## src/rtl/muldiv_unit_if.sv

```systemverilog
// muldiv_unit_if: operand/result handshake bundle for muldiv_unit.
// The requester side (pipeline) uses the master modport; the unit uses slave.
interface muldiv_unit_if #(
    parameter int WIDTH = 32
);
    logic             in_valid;
    logic             in_ready;
    logic             op_div;
    logic             op_signed;
    logic [WIDTH-1:0] operand_a;
    logic [WIDTH-1:0] operand_b;
    logic             out_valid;
    logic             out_ready;
    logic [WIDTH-1:0] result;
    logic             exception;
    logic             busy;

    modport master (
        output in_valid,
        output op_div,
        output op_signed,
        output operand_a,
        output operand_b,
        output out_ready,
        input  in_ready,
        input  out_valid,
        input  result,
        input  exception,
        input  busy
    );

    modport slave (
        input  in_valid,
        input  op_div,
        input  op_signed,
        input  operand_a,
        input  operand_b,
        input  out_ready,
        output in_ready,
        output out_valid,
        output result,
        output exception,
        output busy
    );
endinterface

```

## src/rtl/muldiv_unit.sv

```systemverilog
// muldiv_unit: iterative multiply/divide engine with valid/ready handshake.
// Shift-add multiply and restoring divide run on operand magnitudes, STEP
// bits retired per RUN cycle; sign and overflow are resolved on the cycle
// that enters DONE, so result/exception are plain registers while DONE.
// Optional feature macro: MULDIV_EARLY_OUT_EN -- a multiply leaves RUN as
// soon as the remaining multiplier magnitude bits are all zero.
module muldiv_unit #(
    parameter int WIDTH = 32,
    parameter int STEP  = 1
) (
    input  logic         clock,
    input  logic         reset,
    input  logic         flush,
    muldiv_unit_if.slave bus
);
    localparam int ITERS = WIDTH / STEP;
    localparam int CNT_W = (ITERS > 1) ? $clog2(ITERS) : 1;
    localparam int ACC_W = 2 * WIDTH;

    typedef enum logic [1:0] {
        S_IDLE,
        S_RUN,
        S_DONE
    } state_t;

    // Control state (asynchronously reset)
    state_t           r_state;
    logic [CNT_W-1:0] r_cnt;
    logic             r_in_ready;
    logic             r_out_valid;
    logic             r_busy;
    logic [WIDTH-1:0] r_result;
    logic             r_exc;

    // Datapath state (loaded on accept, no reset needed)
    logic             r_op_div;
    logic             r_signed;
    logic             r_neg;
    logic [ACC_W-1:0] r_acc;
    logic [ACC_W-1:0] r_mcand_sh;
    logic [WIDTH-1:0] r_mplier;
    logic [WIDTH-1:0] r_rem;
    logic [WIDTH-1:0] r_quot;
    logic [WIDTH-1:0] r_dvsr;

    // Magnitude of a possibly two's-complement operand. MIN_INT maps to
    // 2^(WIDTH-1), which is representable as an unsigned WIDTH-bit value.
    function automatic logic [WIDTH-1:0] f_mag(input logic [WIDTH-1:0] x,
                                               input logic             sgn);
        logic signed [WIDTH-1:0] sx;
        sx = x;
        return (sgn && (sx < 0)) ? WIDTH'(-sx) : x;
    endfunction

    // One multiply iteration: add the shifted multiplicand for each set
    // multiplier bit in this STEP-wide slice.
    function automatic logic [ACC_W-1:0] f_mul_step(input logic [ACC_W-1:0] acc,
                                                    input logic [ACC_W-1:0] mcand_sh,
                                                    input logic [STEP-1:0]  bits);
        logic [ACC_W-1:0] sum;
        sum = acc;
        for (int k = 0; k < STEP; k++) begin
            if (bits[k]) begin
                sum = sum + (mcand_sh << k);
            end
        end
        return sum;
    endfunction

    // One restoring-divide iteration producing STEP quotient bits.
    // Returns {remainder, shifted dividend/quotient}.
    function automatic logic [2*WIDTH-1:0] f_div_step(input logic [WIDTH-1:0] rem,
                                                      input logic [WIDTH-1:0] quot,
                                                      input logic [WIDTH-1:0] dvsr);
        logic [WIDTH:0]   trial;
        logic [WIDTH-1:0] r;
        logic [WIDTH-1:0] q;
        r = rem;
        q = quot;
        for (int k = 0; k < STEP; k++) begin
            trial = {r, q[WIDTH-1]};
            q     = {q[WIDTH-2:0], 1'b0};
            if (trial >= {1'b0, dvsr}) begin
                trial = trial - {1'b0, dvsr};
                q[0]  = 1'b1;
            end
            r = trial[WIDTH-1:0];
        end
        return {r, q};
    endfunction

    // Apply the product sign and flag products that do not fit in WIDTH
    // bits. Returns {overflow, low WIDTH bits}.
    function automatic logic [WIDTH:0] f_mul_final(input logic [ACC_W-1:0] mag,
                                                   input logic             neg,
                                                   input logic             sgn);
        logic signed [ACC_W-1:0] p;
        logic                    ovf;
        p = neg ? -$signed(mag) : $signed(mag);
        if (sgn) begin
            ovf = !((&p[ACC_W-1:WIDTH-1]) || !(|p[ACC_W-1:WIDTH-1]));
        end else begin
            ovf = |mag[ACC_W-1:WIDTH];
        end
        return {ovf, p[WIDTH-1:0]};
    endfunction

    // Apply the quotient sign. The only signed overflow is MIN_INT / -1,
    // where the positive quotient magnitude is 2^(WIDTH-1); its low bits
    // already read back as MIN_INT.
    function automatic logic [WIDTH:0] f_div_final(input logic [WIDTH-1:0] q,
                                                   input logic             neg,
                                                   input logic             sgn);
        logic signed [WIDTH-1:0] r;
        r = neg ? -$signed(q) : $signed(q);
        return {sgn && !neg && q[WIDTH-1], r};
    endfunction

    logic             w_accept;
    logic             w_div0;
    logic [WIDTH-1:0] w_a_mag;
    logic [WIDTH-1:0] w_b_mag;
    logic             w_neg;
    logic [ACC_W-1:0] w_acc_nxt;
    logic [WIDTH-1:0] w_mplier_nxt;
    logic [ACC_W-1:0] w_mcand_nxt;
    logic [2*WIDTH-1:0] w_div_nxt;
    logic             w_last;
    logic [WIDTH:0]   w_fin;

    assign w_accept     = (r_state == S_IDLE) && bus.in_valid && !flush;
    assign w_div0       = bus.op_div && (bus.operand_b == '0);
    assign w_a_mag      = f_mag(bus.operand_a, bus.op_signed);
    assign w_b_mag      = f_mag(bus.operand_b, bus.op_signed);
    assign w_neg        = bus.op_signed && (bus.operand_a[WIDTH-1] ^ bus.operand_b[WIDTH-1]);

    assign w_acc_nxt    = f_mul_step(r_acc, r_mcand_sh, r_mplier[STEP-1:0]);
    assign w_mplier_nxt = r_mplier >> STEP;
    assign w_mcand_nxt  = r_mcand_sh << STEP;
    assign w_div_nxt    = f_div_step(r_rem, r_quot, r_dvsr);

`ifdef MULDIV_EARLY_OUT_EN
    // A multiply is finished once no set multiplier bits remain; the
    // current iteration always runs, so RUN lasts at least one cycle.
    assign w_last = (r_cnt == '0) || (!r_op_div && (w_mplier_nxt == '0));
`else
    assign w_last = (r_cnt == '0);
`endif

    assign w_fin = r_op_div ? f_div_final(w_div_nxt[WIDTH-1:0], r_neg, r_signed)
                            : f_mul_final(w_acc_nxt, r_neg, r_signed);

    // Datapath: load magnitudes on accept, advance one iteration per RUN cycle
    always_ff @(posedge clock) begin
        if (w_accept) begin
            r_op_div   <= bus.op_div;
            r_signed   <= bus.op_signed;
            r_neg      <= w_neg;
            r_acc      <= '0;
            r_mcand_sh <= {{WIDTH{1'b0}}, w_a_mag};
            r_mplier   <= w_b_mag;
            r_rem      <= '0;
            r_quot     <= w_a_mag;
            r_dvsr     <= w_b_mag;
        end else if (r_state == S_RUN) begin
            r_acc      <= w_acc_nxt;
            r_mcand_sh <= w_mcand_nxt;
            r_mplier   <= w_mplier_nxt;
            r_rem      <= w_div_nxt[2*WIDTH-1:WIDTH];
            r_quot     <= w_div_nxt[WIDTH-1:0];
        end
    end

    // Control FSM with registered handshake outputs and result capture
    always_ff @(posedge clock or negedge reset) begin
        if (!reset) begin
            r_state     <= S_IDLE;
            r_cnt       <= '0;
            r_in_ready  <= 1'b1;
            r_out_valid <= 1'b0;
            r_busy      <= 1'b0;
            r_result    <= '0;
            r_exc       <= 1'b0;
        end else if (flush) begin
            r_state     <= S_IDLE;
            r_in_ready  <= 1'b1;
            r_out_valid <= 1'b0;
            r_busy      <= 1'b0;
        end else begin
            case (r_state)
                S_IDLE: begin
                    if (w_accept) begin
                        r_in_ready <= 1'b0;
                        r_busy     <= 1'b1;
                        if (w_div0) begin
                            r_state     <= S_DONE;
                            r_out_valid <= 1'b1;
                            r_result    <= '0;
                            r_exc       <= 1'b1;
                        end else begin
                            r_state <= S_RUN;
                            r_cnt   <= CNT_W'(ITERS - 1);
                        end
                    end
                end
                S_RUN: begin
                    r_cnt <= r_cnt - CNT_W'(1);
                    if (w_last) begin
                        r_state     <= S_DONE;
                        r_out_valid <= 1'b1;
                        r_result    <= w_fin[WIDTH-1:0];
                        r_exc       <= w_fin[WIDTH];
                    end
                end
                S_DONE: begin
                    if (bus.out_ready) begin
                        r_state     <= S_IDLE;
                        r_out_valid <= 1'b0;
                        r_in_ready  <= 1'b1;
                        r_busy      <= 1'b0;
                    end
                end
                default: begin
                    r_state     <= S_IDLE;
                    r_in_ready  <= 1'b1;
                    r_out_valid <= 1'b0;
                    r_busy      <= 1'b0;
                end
            endcase
        end
    end

    assign bus.in_ready  = r_in_ready;
    assign bus.out_valid = r_out_valid;
    assign bus.result    = r_result;
    assign bus.exception = r_exc;
    assign bus.busy      = r_busy;
endmodule

```

## src/flat_wrapper.sv

```systemverilog
// flat-port wrapper written by rule: the top's interface ports become plain ports
module muldiv_unit_flat 
#(
    parameter int WIDTH = 32,
    parameter int STEP  = 1
)
  (clock, reset, flush, bus_in_valid, bus_op_div, bus_op_signed, bus_operand_a, bus_operand_b, bus_out_ready, bus_in_ready, bus_out_valid, bus_result, bus_exception, bus_busy);
  muldiv_unit_if #(.WIDTH(WIDTH)) bus_i ();
  input  logic clock;
  input  logic reset;
  input  logic flush;
  input wire logic [$bits(bus_i.in_valid)-1:0] bus_in_valid;
  input wire logic [$bits(bus_i.op_div)-1:0] bus_op_div;
  input wire logic [$bits(bus_i.op_signed)-1:0] bus_op_signed;
  input wire logic [$bits(bus_i.operand_a)-1:0] bus_operand_a;
  input wire logic [$bits(bus_i.operand_b)-1:0] bus_operand_b;
  input wire logic [$bits(bus_i.out_ready)-1:0] bus_out_ready;
  output wire logic [$bits(bus_i.in_ready)-1:0] bus_in_ready;
  output wire logic [$bits(bus_i.out_valid)-1:0] bus_out_valid;
  output wire logic [$bits(bus_i.result)-1:0] bus_result;
  output wire logic [$bits(bus_i.exception)-1:0] bus_exception;
  output wire logic [$bits(bus_i.busy)-1:0] bus_busy;
  assign bus_i.in_valid = bus_in_valid;
  assign bus_i.op_div = bus_op_div;
  assign bus_i.op_signed = bus_op_signed;
  assign bus_i.operand_a = bus_operand_a;
  assign bus_i.operand_b = bus_operand_b;
  assign bus_i.out_ready = bus_out_ready;
  assign bus_in_ready = bus_i.in_ready;
  assign bus_out_valid = bus_i.out_valid;
  assign bus_result = bus_i.result;
  assign bus_exception = bus_i.exception;
  assign bus_busy = bus_i.busy;
  muldiv_unit #(.WIDTH(WIDTH), .STEP(STEP)) u_core (.clock(clock), .reset(reset), .flush(flush), .bus(bus_i));
endmodule
```

## config.mk

```make
export PLATFORM = sky130hd
export DESIGN_NAME = muldiv_unit_flat
export DESIGN_NICKNAME = d
export VERILOG_FILES = /design/src/rtl/muldiv_unit_if.sv /design/src/rtl/muldiv_unit.sv /design/src/flat_wrapper.sv
export SDC_FILE = /design/constraint.sdc
export NUM_CORES = 1
export LEC_CHECK = 0
export CAP_MARGIN = 20
export CORE_AREA = 2 2 216 218
export DETAILED_ROUTE_END_ITERATION = 10
export DIE_AREA = 0 0 218 220
export PLACE_DENSITY = 0.75
export SYNTH_ARGS = -nofsm -noshare
export SYNTH_HDL_FRONTEND = slang
export SYNTH_SLANG_ARGS = --single-unit
export TNS_END_PERCENT = 10
```

## constraint.sdc

```tcl
create_clock -name clock -period 6.53 [get_ports clock]
set_input_delay 1.306 -clock clock [delete_from_list [all_inputs] [get_ports clock]]
set_output_delay 1.306 -clock clock [all_outputs]
set_load 0.05 [all_outputs]
```

; After elaboration in Yosys (flattened, before gate mapping)
; Cells that the tools add are included.
[totals]
out_inout_bits = 36
word_cells = 109
ff_bits = 302
[classes]
n_eq_ne = 11
addsub = 7
n_mux = 43
order_cmp = 3
bitwise_logic = 2
n_reduce_logical = 26
[ops]
columns = operator, count
row1 = 32-bit two-way mux, 13
row2 = 64-bit two-way mux, 2
row3 = 32-bit negator, 3
row4 = 64-bit adder, 1
row5 = "32-bit by 1-bit less-than comparator with 1-bit output, second input constant", 2
row6 = 64-bit negator, 1
row7 = 32-bit case mux with 2 select lines, 1
row8 = 33-bit by 32-bit >= comparator with 1-bit output, 1
row9 = 33-bit two-way mux, 1
row10 = 33-bit AND reduction, 1
row11 = 33-bit OR reduction, 1
row12 = 32-bit zero test, 1
row13 = 32-bit OR reduction, 1
row14 = 32-bit subtractor, 1
row15 = 1-bit two-way mux, 13
row16 = 2-bit two-way mux, 5
row17 = 5-bit two-way mux, 2
row18 = 5-bit case mux with 2 select lines, 1
row19 = "3-bit by 2-bit != test with 1-bit output, second input constant", 3
row20 = 1-bit case mux with 3 select lines, 3
row21 = 1-bit logical AND, 8
row22 = 4-bit AND reduction, 2
row23 = "2-bit by 1-bit != test with 1-bit output, second input constant", 3
row24 = 2-bit case mux with 3 select lines, 1
row25 = 15 further kinds, 21

; Longest topological paths before layout
; Gate-level depths: netlist of the first run.
[logic_depth]
ltp_word = 12
depth_mapped = 24
depth_no_buf = 23

; Worst setup path after synthesis of the first run
; Ideal clock, no wire load.
[synth_path]
kind = reg2reg
start = register u_core.r_mcand_sh[0]
end = register u_core.r_exc, in the netlist u_core.bus.exception
t_arrival_ns = 4.989
n_path_buf = 0
period_less_slack_ns = 5.113
setup_slack_ns = 1.417
stages_incl_launch_ff = 20
path_cell_list = edfxtp_1 > ha_1 > inv_1 > fa_1 > nor2b_1 > o31a_1 > o2111ai_1 > a31oi_2 > o21ai_1 > mux2_1 > o32ai_1 > nand4_1 > or4_4 > or4_1 > a211o_1 > a31oi_1 > nand3_1 > nor4b_2 > nand4_1 > o31a_1
[synth_via]
elab_chain_cells = 12
[synth_lines]
columns = element, line_no
row1 = "start, declared", muldiv_unit.sv:40  ; logic [ACC_W-1:0] r_mcand_sh;
row2 = "start signal, assigned", muldiv_unit.sv:160  ; r_mcand_sh <= {{WIDTH{1'b0}}, w_a_mag};
row3 = "start signal, assigned", muldiv_unit.sv:167  ; r_mcand_sh <= w_mcand_nxt;
row4 = 64-bit adder *, muldiv_unit.sv:64  ; sum = sum + (mcand_sh << k);
row5 = 64-bit two-way mux *, muldiv_unit.sv:63  ; if (bits[k]) begin
row6 = 64-bit negator, muldiv_unit.sv:99  ; p = neg ? -$signed(mag) : $signed(mag);
row7 = 64-bit two-way mux, muldiv_unit.sv:99
row8 = 33-bit OR reduction, muldiv_unit.sv:101  ; ovf = !((&p[ACC_W-1:WIDTH-1]) || !(|p[ACC_W-1:WIDTH-1]));
row9 = 1-bit zero test, muldiv_unit.sv:101
row10 = 1-bit logical OR, muldiv_unit.sv:101
row11 = 1-bit zero test, muldiv_unit.sv:101
row12 = 1-bit two-way mux *, muldiv_unit.sv:100  ; if (sgn) begin
row13 = 33-bit two-way mux *, muldiv_unit.sv:150  ; assign w_fin = r_op_div ? f_div_final(w_div_nxt[WIDTH-1:0], r_neg, r_signed)
row14 = 1-bit two-way mux *, muldiv_unit.sv:208  ; if (w_last) begin
row15 = 1-bit case mux with 2 select lines *, muldiv_unit.sv:190  ; case (r_state)
row16 = "end signal, assigned", muldiv_unit.sv:212  ; r_exc <= w_fin[WIDTH];
row17 = "end, declared", muldiv_unit.sv:33  ; logic r_exc;
; Every way passes the cells marked *; elsewhere a longest branch is shown, timed or not. The select of a mux whose other input is x is not followed.
; A chain may end at the register's enable or synchronous reset.

; Final worst setup path of the first run
; Ends and elaborated chain as after synthesis.

==> impl_metrics.yaml, run 1 <==
floorplan:
  core_area_sq_mm: 0.0459
  die_h_um: 220
  num_rows: 79
  dieWidth_um: 218
  boundaryPins: 107
  initial_core_util_pct: 49.3
  design.die.area_sq_mm: 0.0480
detailed_routing:
  drc: 0
  drt_iter0_drc: 2832
  antenna_left: 0
  wl_um: 70000
  via_per_inst: 6.40
  vias: 22327
  wire_per_inst_um: 20.1
  firstDrtPassIters: 6
clock_tree:
  cts_buffer_depth: 3
  clkTransAtPathRegs_ns: 0.06
  h-tree-depth: 2
  ctsResizeCount: 0
  clkLatencyLatePin_ns: 0.58
  post_cts_buffers: 0
  cts_inserted_buffers: 36
  cts_sinks: 302
  cts_tree: "yes"
  cts-root-buf: "clkbuf_16"
  hold_buffers: 0
grt:
  grt_pass1_wl_um: 110000
  grt_antenna_before_repair: 1
  grt_max_degree: 103
  first_global_vias: 20898
  grtUsageTotal_pct: 28.5
  grt-ovfl-total: 0
run:
  drv_cap: 0
sta:
  grt_setup_unrepaired: "no"
  worst_slew_pin_slew_ns: 1.10
  min_period_ns: 5.99
  hold_viol_final: 0
  slew_violations: 0
  fin_setup_tns_ns: 0
  post-route-period-util_pct: 91.8
  max_freq_mhz: 167
  setup_viol: 0
  relSlewSlack_pct: 26.9
  clock_skew_ns: 0.0181
yosys:
  ys_warn_count: 0
  synth_nets: 2994
  ys.flop_type: "edfxtp_1"
  synth_edf_count: 131
  synth_top_cell_area_share_pct: 17.4
  yosys_register_bits: 302
  synth_common_cells: "430 x nand2_1, 246 x o21ai_0, 168 x nand3_1"
  synth.distinct_cells: 98
  yosysMostFrequentCell: "nand2_1"
  synth_top_area_cell: "edfxtp_1"
  synth_area_leaders: "edfxtp_1 17%, dfxtp_1 11%, nand2_1 7.1%"
  async_reset_ff_share_pct: 14.2
  netlist_area_sq_mm: 0.0226
  synthCells: 2820
  yosysSeqAreaShare_pct: 33.5
  avgSynthCellArea_sq_um: 8.01
worst_setup_path:
  crit_arrival_ns: 6.45
  start_kind: "flip-flop"
  worstPathMaxFanout: 10
  critPathCaptureType: "flip-flop"
  critPathKind: "flip-flop to flip-flop"
  cp.required_ns: 6.99
min_path:
  hp-class: "flip-flop to flip-flop"
power:
  finalPower_mw: 9.33
  leakage_nw: 10.0
  vdd_drop_max_mv: 0.211
  powerDensity_mw_per_mm2: 368
cells_and_area:
  area_growth_pct: 12.2
  drive_gt1_share_pct: 5.17
  finalNetCount: 3028
  fill_cells: 4241
  diodes: 0
status:
  outcome: "finished, final reports clean"
placed_design:
  hpwlAfterDp_um: 50200
  place.gp.congestion: 0.981
  io_buffers: 106
layout make-up:
type | instances | area [sq um] | share of cell area, %
Tap cell | 607 | 759 | 3.00
Sequential cell | 302 | 7570 | 29.9
Timing Repair Buffer | 150 | 1390 | 5.47
Clock buffer | 43 | 927 | 3.66
Clock inverter | 23 | 256 | 1.01
Inverter | 99 | 377 | 1.49
Multi-Input combinational cell | 2265 | 14100 | 55.5
path summary, 6_finish.rpt:
path	from	endpoint	slack (ns)	cells past startpoint
max in group asynchronous	reset	u_core.bus.result[0]	5.16	2
min in group asynchronous	reset	u_core.bus.exception	0.86	2
setup reg to reg	u_core.r_mcand_sh[0]	u_core.bus.exception	0.54	18
setup / recovery	u_core.r_mcand_sh[0]	u_core.bus.exception	0.54	18
hold / removal	u_core.r_mcand_sh[62]	u_core.r_mcand_sh[63]	0.46	2
hold reg to reg	u_core.r_mcand_sh[62]	u_core.r_mcand_sh[63]	0.46	2
registers in the layout, indices dropped and copies added (netlist names), 2 cells and up:
signal / flops
u_core.bus.result: 32
u_core.r_acc: 64
u_core.r_cnt: 5
u_core.r_dvsr: 32
u_core.r_mcand_sh: 64
u_core.r_mplier: 32
u_core.r_quot: 32
u_core.r_rem: 32
u_core.r_state: 2
kinds of logic (layout without fill, tap and decap cells):
logic type / Yosys count / after routing / share of synthesized area [%]
simple gates: 1139 / 1139 / 24.4
mux: 38 / 38 / 1.81
fa+ha+maj: 103 / 103 / 5.77
compound gates: 847 / 847 / 24.8
xor+xnor: 138 / 138 / 5.35
buf+inv: 253 / 315 / 4.31
flops: 302 / 302 / 33.5
critical path, cell delays in order (launching register included):
cell and delay [ns]:
edfxtp_1 0.36, ha_1 0.20, inv_1 0.07, fa_1 0.38
nor2b_1 0.21, o31a_1 0.31, o2111ai_1 0.19, buf_4 0.19
a31oi_2 0.29, o211ai_1 0.24, a211oi_1 0.59, o21ai_0 0.29
a311oi_2 0.46, nand4_1 0.21, or4_1 0.69, or4_1 0.56
a211oi_1 0.28, a31oi_1 0.07, o31a_1 0.32
through the flow:
| stage | cells | utilization (%) | instance area (sq um) | worst slack, ns | hold slack (ns) |
|---|---|---|---|---|---|
| floorplan | 2820 | - | 22600 | 1.42 | 0.436 |
| global placement | 3423 | 52.7 | 24200 | 0.284 | 0.449 |
| detailed placement | 3423 | 52.7 | 24200 | 0.257 | 0.451 |
| CTS | 3489 | 55.3 | 25400 | 0.620 | 0.454 |
| global route | 3489 | 55.3 | 25400 | 0.0273 | 0.483 |
| finish | 3489 | 55.3 | 25400 | 0.538 | 0.459 |
report_power, final:
group | switching, mW | internal (mW) | total (mW)
combinational | 2.93 | 1.70 | 4.63
sequential | 0.291 | 2.34 | 2.64
clock | 0.874 | 1.19 | 2.06
layout by cell type, fill, tap and decap left out, drive strengths merged, types with 37 or more instances in the layout:
cell / count
a21oi: 162
dfxtp: 128
nand3: 169
nor2: 167
edfxtp: 131
xor2: 67
o21ai: 257
xnor2: 71
inv: 101
nor3: 71
buf: 45
o21a: 67
dfrtp: 42
ha: 101
a21o: 37
o31ai: 37
clkdlybuf4s50: 105
nand4: 40
nand2: 430
or3: 38
clkbuf: 43
routing by layer:
metal	part of all wire, %	global-route usage, %	up-vias
met4	3.5	11.1	2
met2	44	45.1	1048
li1	-	-	10500
met1	43	39.2	10617
met5	0.021	0	-
met3	9.0	4.36	160
Note: power is estimated with default switching activity, not from simulation.
==> inputs of run 2 (changes only) <==
--- a/config.mk
+++ b/config.mk
@@ -6,10 +6,10 @@
 export NUM_CORES = 1
 export LEC_CHECK = 0
 export CAP_MARGIN = 20
-export CORE_AREA = 2 2 216 218
+export CORE_AREA = 2 2 304 306
 export DETAILED_ROUTE_END_ITERATION = 10
-export DIE_AREA = 0 0 218 220
-export PLACE_DENSITY = 0.75
+export DIE_AREA = 0 0 306 308
+export PLACE_DENSITY = 0.47
 export SYNTH_ARGS = -nofsm -noshare
 export SYNTH_HDL_FRONTEND = slang
 export SYNTH_SLANG_ARGS = --single-unit
==> run 2 against run 1 <==
  * Maximum frequency is essentially flat
  * Critical endpoint unchanged
  * Largest power group unchanged
  * Highest routed layer unchanged
  * Combinational power is essentially flat
  * Sequential power is essentially flat
  * Count of clock-buffer cells in the layout grew 7
==> impl_metrics.yaml, run 2 (synthesis gave the netlist of run 1 again) <==
clock_tree:
  clkLatencyLatePin_ns: 0.57
  cts_sinks: 302
  h-tree-depth: 2
  hold_buffers: 0
  cts_buffer_depth: 3
  cts_inserted_buffers: 40
  cts-root-buf: "clkbuf_16"
  cts_tree: "yes"
  clkTransAtPathRegs_ns: 0.06
power:
  vdd_drop_max_mv: 0.159
  sw_frac_of_total_pct: 43.3
  switchingPower_mw: 4.11
  leakage_nw: 10.1
  finalPower_mw: 9.49
  power_frac_clock_pct: 23.4
  power.internal_mw: 5.38
  powerDensity_mw_per_mm2: 361
  combPwrFrac_pct: 48.9
  seqPwrFrac_pct: 27.7
floorplan:
  design.die.area_sq_mm: 0.0942
  initial_core_util_pct: 24.8
  core_area_sq_mm: 0.0910
  num_rows: 111
  die_h_um: 308
  boundaryPins: 107
  dieWidth_um: 306
worst_setup_path:
  path_delay_family: "compound AO/OA/AOI/OAI gates"
  cp.required_ns: 6.97
  critPathCaptureType: "flip-flop"
  start_kind: "flip-flop"
  crit_arrival_ns: 6.43
  critPathKind: "flip-flop to flip-flop"
  cp_slowest_cell: "or4_1"
  slowest_delay_ns: 0.70
  worstPathMaxFanout: 10
  critical_path.cell_chain: "ha_1 > inv_1 > fa_1 > nor2b_1 > o31a_1 > o2111ai_1 > a31o_1 > a2111oi_1 > o21ai_0 > o21ai_0 > a311oi_1 > or3b_2 > or4_1 > o31ai_1 > xor2_1 > and3_1 > nor4bb_1 > a21oi_1 > o31a_1"
  path_buf_inv: 1
cells_and_area:
  fill_cells: 9750
  area_growth_pct: 16.5
  final_util_pct: 28.9
  finalNetCount: 3041
  drive_gt1_share_pct: 5.94
  mostFrequentLayoutCell: "nand2_1"
  layout_common_cells: "429 x nand2_1, 246 x o21ai_0, 168 x nand3_1"
  reg_top3: "u_core.r_acc: 64 flops, u_core.r_mcand_sh: 64 flops"
placed_design:
  hpwlAfterDp_um: 55200
  place.gp.congestion: 0.863
  io_buffers: 106
sta:
  relSlewSlack_pct: 34.0
  clock_skew_ns: 0.0337
  setup_viol: 0
  worst_slew_pin_slew_ns: 0.990
  hold_viol_final: 0
  min_period_ns: 5.99
  max_freq_mhz: 167
  fin_setup_tns_ns: 0
  slew_violations: 0
  post-route-period-util_pct: 91.8
  grt_setup_unrepaired: "no"
grt:
  grt_antenna_before_repair: 3
  grt_max_degree: 144
  grt_pass1_wl_um: 119000
  grtUsageTotal_pct: 15.8
  first_global_vias: 20218
  grt-ovfl-total: 0
detailed_routing:
  firstDrtPassIters: 6
  drc: 0
  wire_per_inst_um: 18.6
  vias: 21055
  wl_um: 75900
  via_per_inst: 5.15
  drt_iter0_drc: 1784
  antenna_left: 0
min_path:
  hp-class: "flip-flop to flip-flop"
run:
  drv_cap: 0
status:
  outcome: "finished, final reports clean"
-- run 2: changes by cell type in the layout (fill, tap and decap cells not counted), moves of 2 or more --
cell	previous run	this run
clkinv_2	5	7
diode_2	0	2
clkbuf_16	36	42
buf_4	44	50
clkinv_1	7	5
clkbuf_1	7	4
bufinv_16	4	2
clkinvlp_4	2	4
clkbuf_8	0	4
buf_12	0	3
-- run 2: worst reg2reg max path: stages (launching register included) --
cell and delay, ns:
dfxtp_1 0.35, ha_1 0.22, inv_1 0.07, fa_1 0.39, nor2b_1 0.18, o31a_1 0.28, o2111ai_1 0.25, a31o_1 0.30
a2111oi_1 0.61, o21ai_0 0.39, o21ai_0 0.26, a311oi_1 0.17, or3b_2 0.50, or4_1 0.70, o31ai_1 0.33, xor2_1 0.20
and3_1 0.18, nor4bb_1 0.26, a21oi_1 0.11, o31a_1 0.12
-- run 2: final timing paths --
path | start | endpoint | slack (ns) | depth (start not counted)
max | u_core.r_acc[0] | u_core.bus.exception | 0.54 | 19
min | u_core.r_mcand_sh[44] | u_core.r_mcand_sh[45] | 0.45 | 2
max reg2reg | u_core.r_acc[0] | u_core.bus.exception | 0.54 | 19
min reg2reg | u_core.r_mcand_sh[44] | u_core.r_mcand_sh[45] | 0.45 | 2
max in group asynchronous | reset | u_core.bus.result[0] | 5.18 | 2
min in group asynchronous | reset | u_core.bus.result[28] | 0.82 | 2
-- run 2: repair_timing --
| item | 4_1_cts | 5_1_grt |
|---|---|---|
| endpoints found under the hold margin | 0 | 0 |
| buffers inserted | 0 | 2 |
| setup endpoints to repair | 0 | 1 |
| gates resized for setup | 0 | 3 |
-- run 2: final cells by class --
| class | instances | area, sq um | share of cell area [%] |
|---|---|---|---|
| repair buffers | 159 | 1490 | 5.67 |
| clock buffers | 50 | 1120 | 4.26 |
| diodes | 2 | 5.00 | 0.0190 |
| inverters | 99 | 379 | 1.44 |
| flip-flops and latches | 302 | 7570 | 28.8 |
| multi-input cells | 2265 | 14100 | 53.5 |
| well taps | 1186 | 1480 | 5.64 |
| clock inverters | 23 | 188 | 0.713 |
-- run 2: power groups by stage --
stage          clock, mW  sequential [mW]  combinational, mW
2_1_floorplan          0             2.59               3.34
3_3_place_gp           0             2.66               4.60
3_5_place_dp           0             2.66               4.59
4_1_cts             2.29             2.63               4.62
5_1_grt             2.36             2.67               5.18
6_report            2.22             2.63               4.65
-- run 2: layer usage --
layer / GRT usage, % / vias up / part of all wire (%)
li1: - / 10549 / -
met1: 21.3 / 10003 / 48
met2: 26.3 / 404 / 46
met3: 1.90 / 97 / 3.8
met4: 4.49 / 2 / 2.5
met5: 0 / - / 0.017
-- run 2: per-stage QoR --
stage                     cells  hold WS [ns]  instance area, sq um  worst slack [ns]
after floorplan            2820         0.436                 22600              1.42
after detailed placement   4009         0.459                 25000             0.394
after CTS                  4082         0.444                 26300             0.380
final                      4086         0.449                 26300             0.537
after global placement     4009         0.455                 25000             0.513
after global routing       4084         0.483                 26300            0.0330
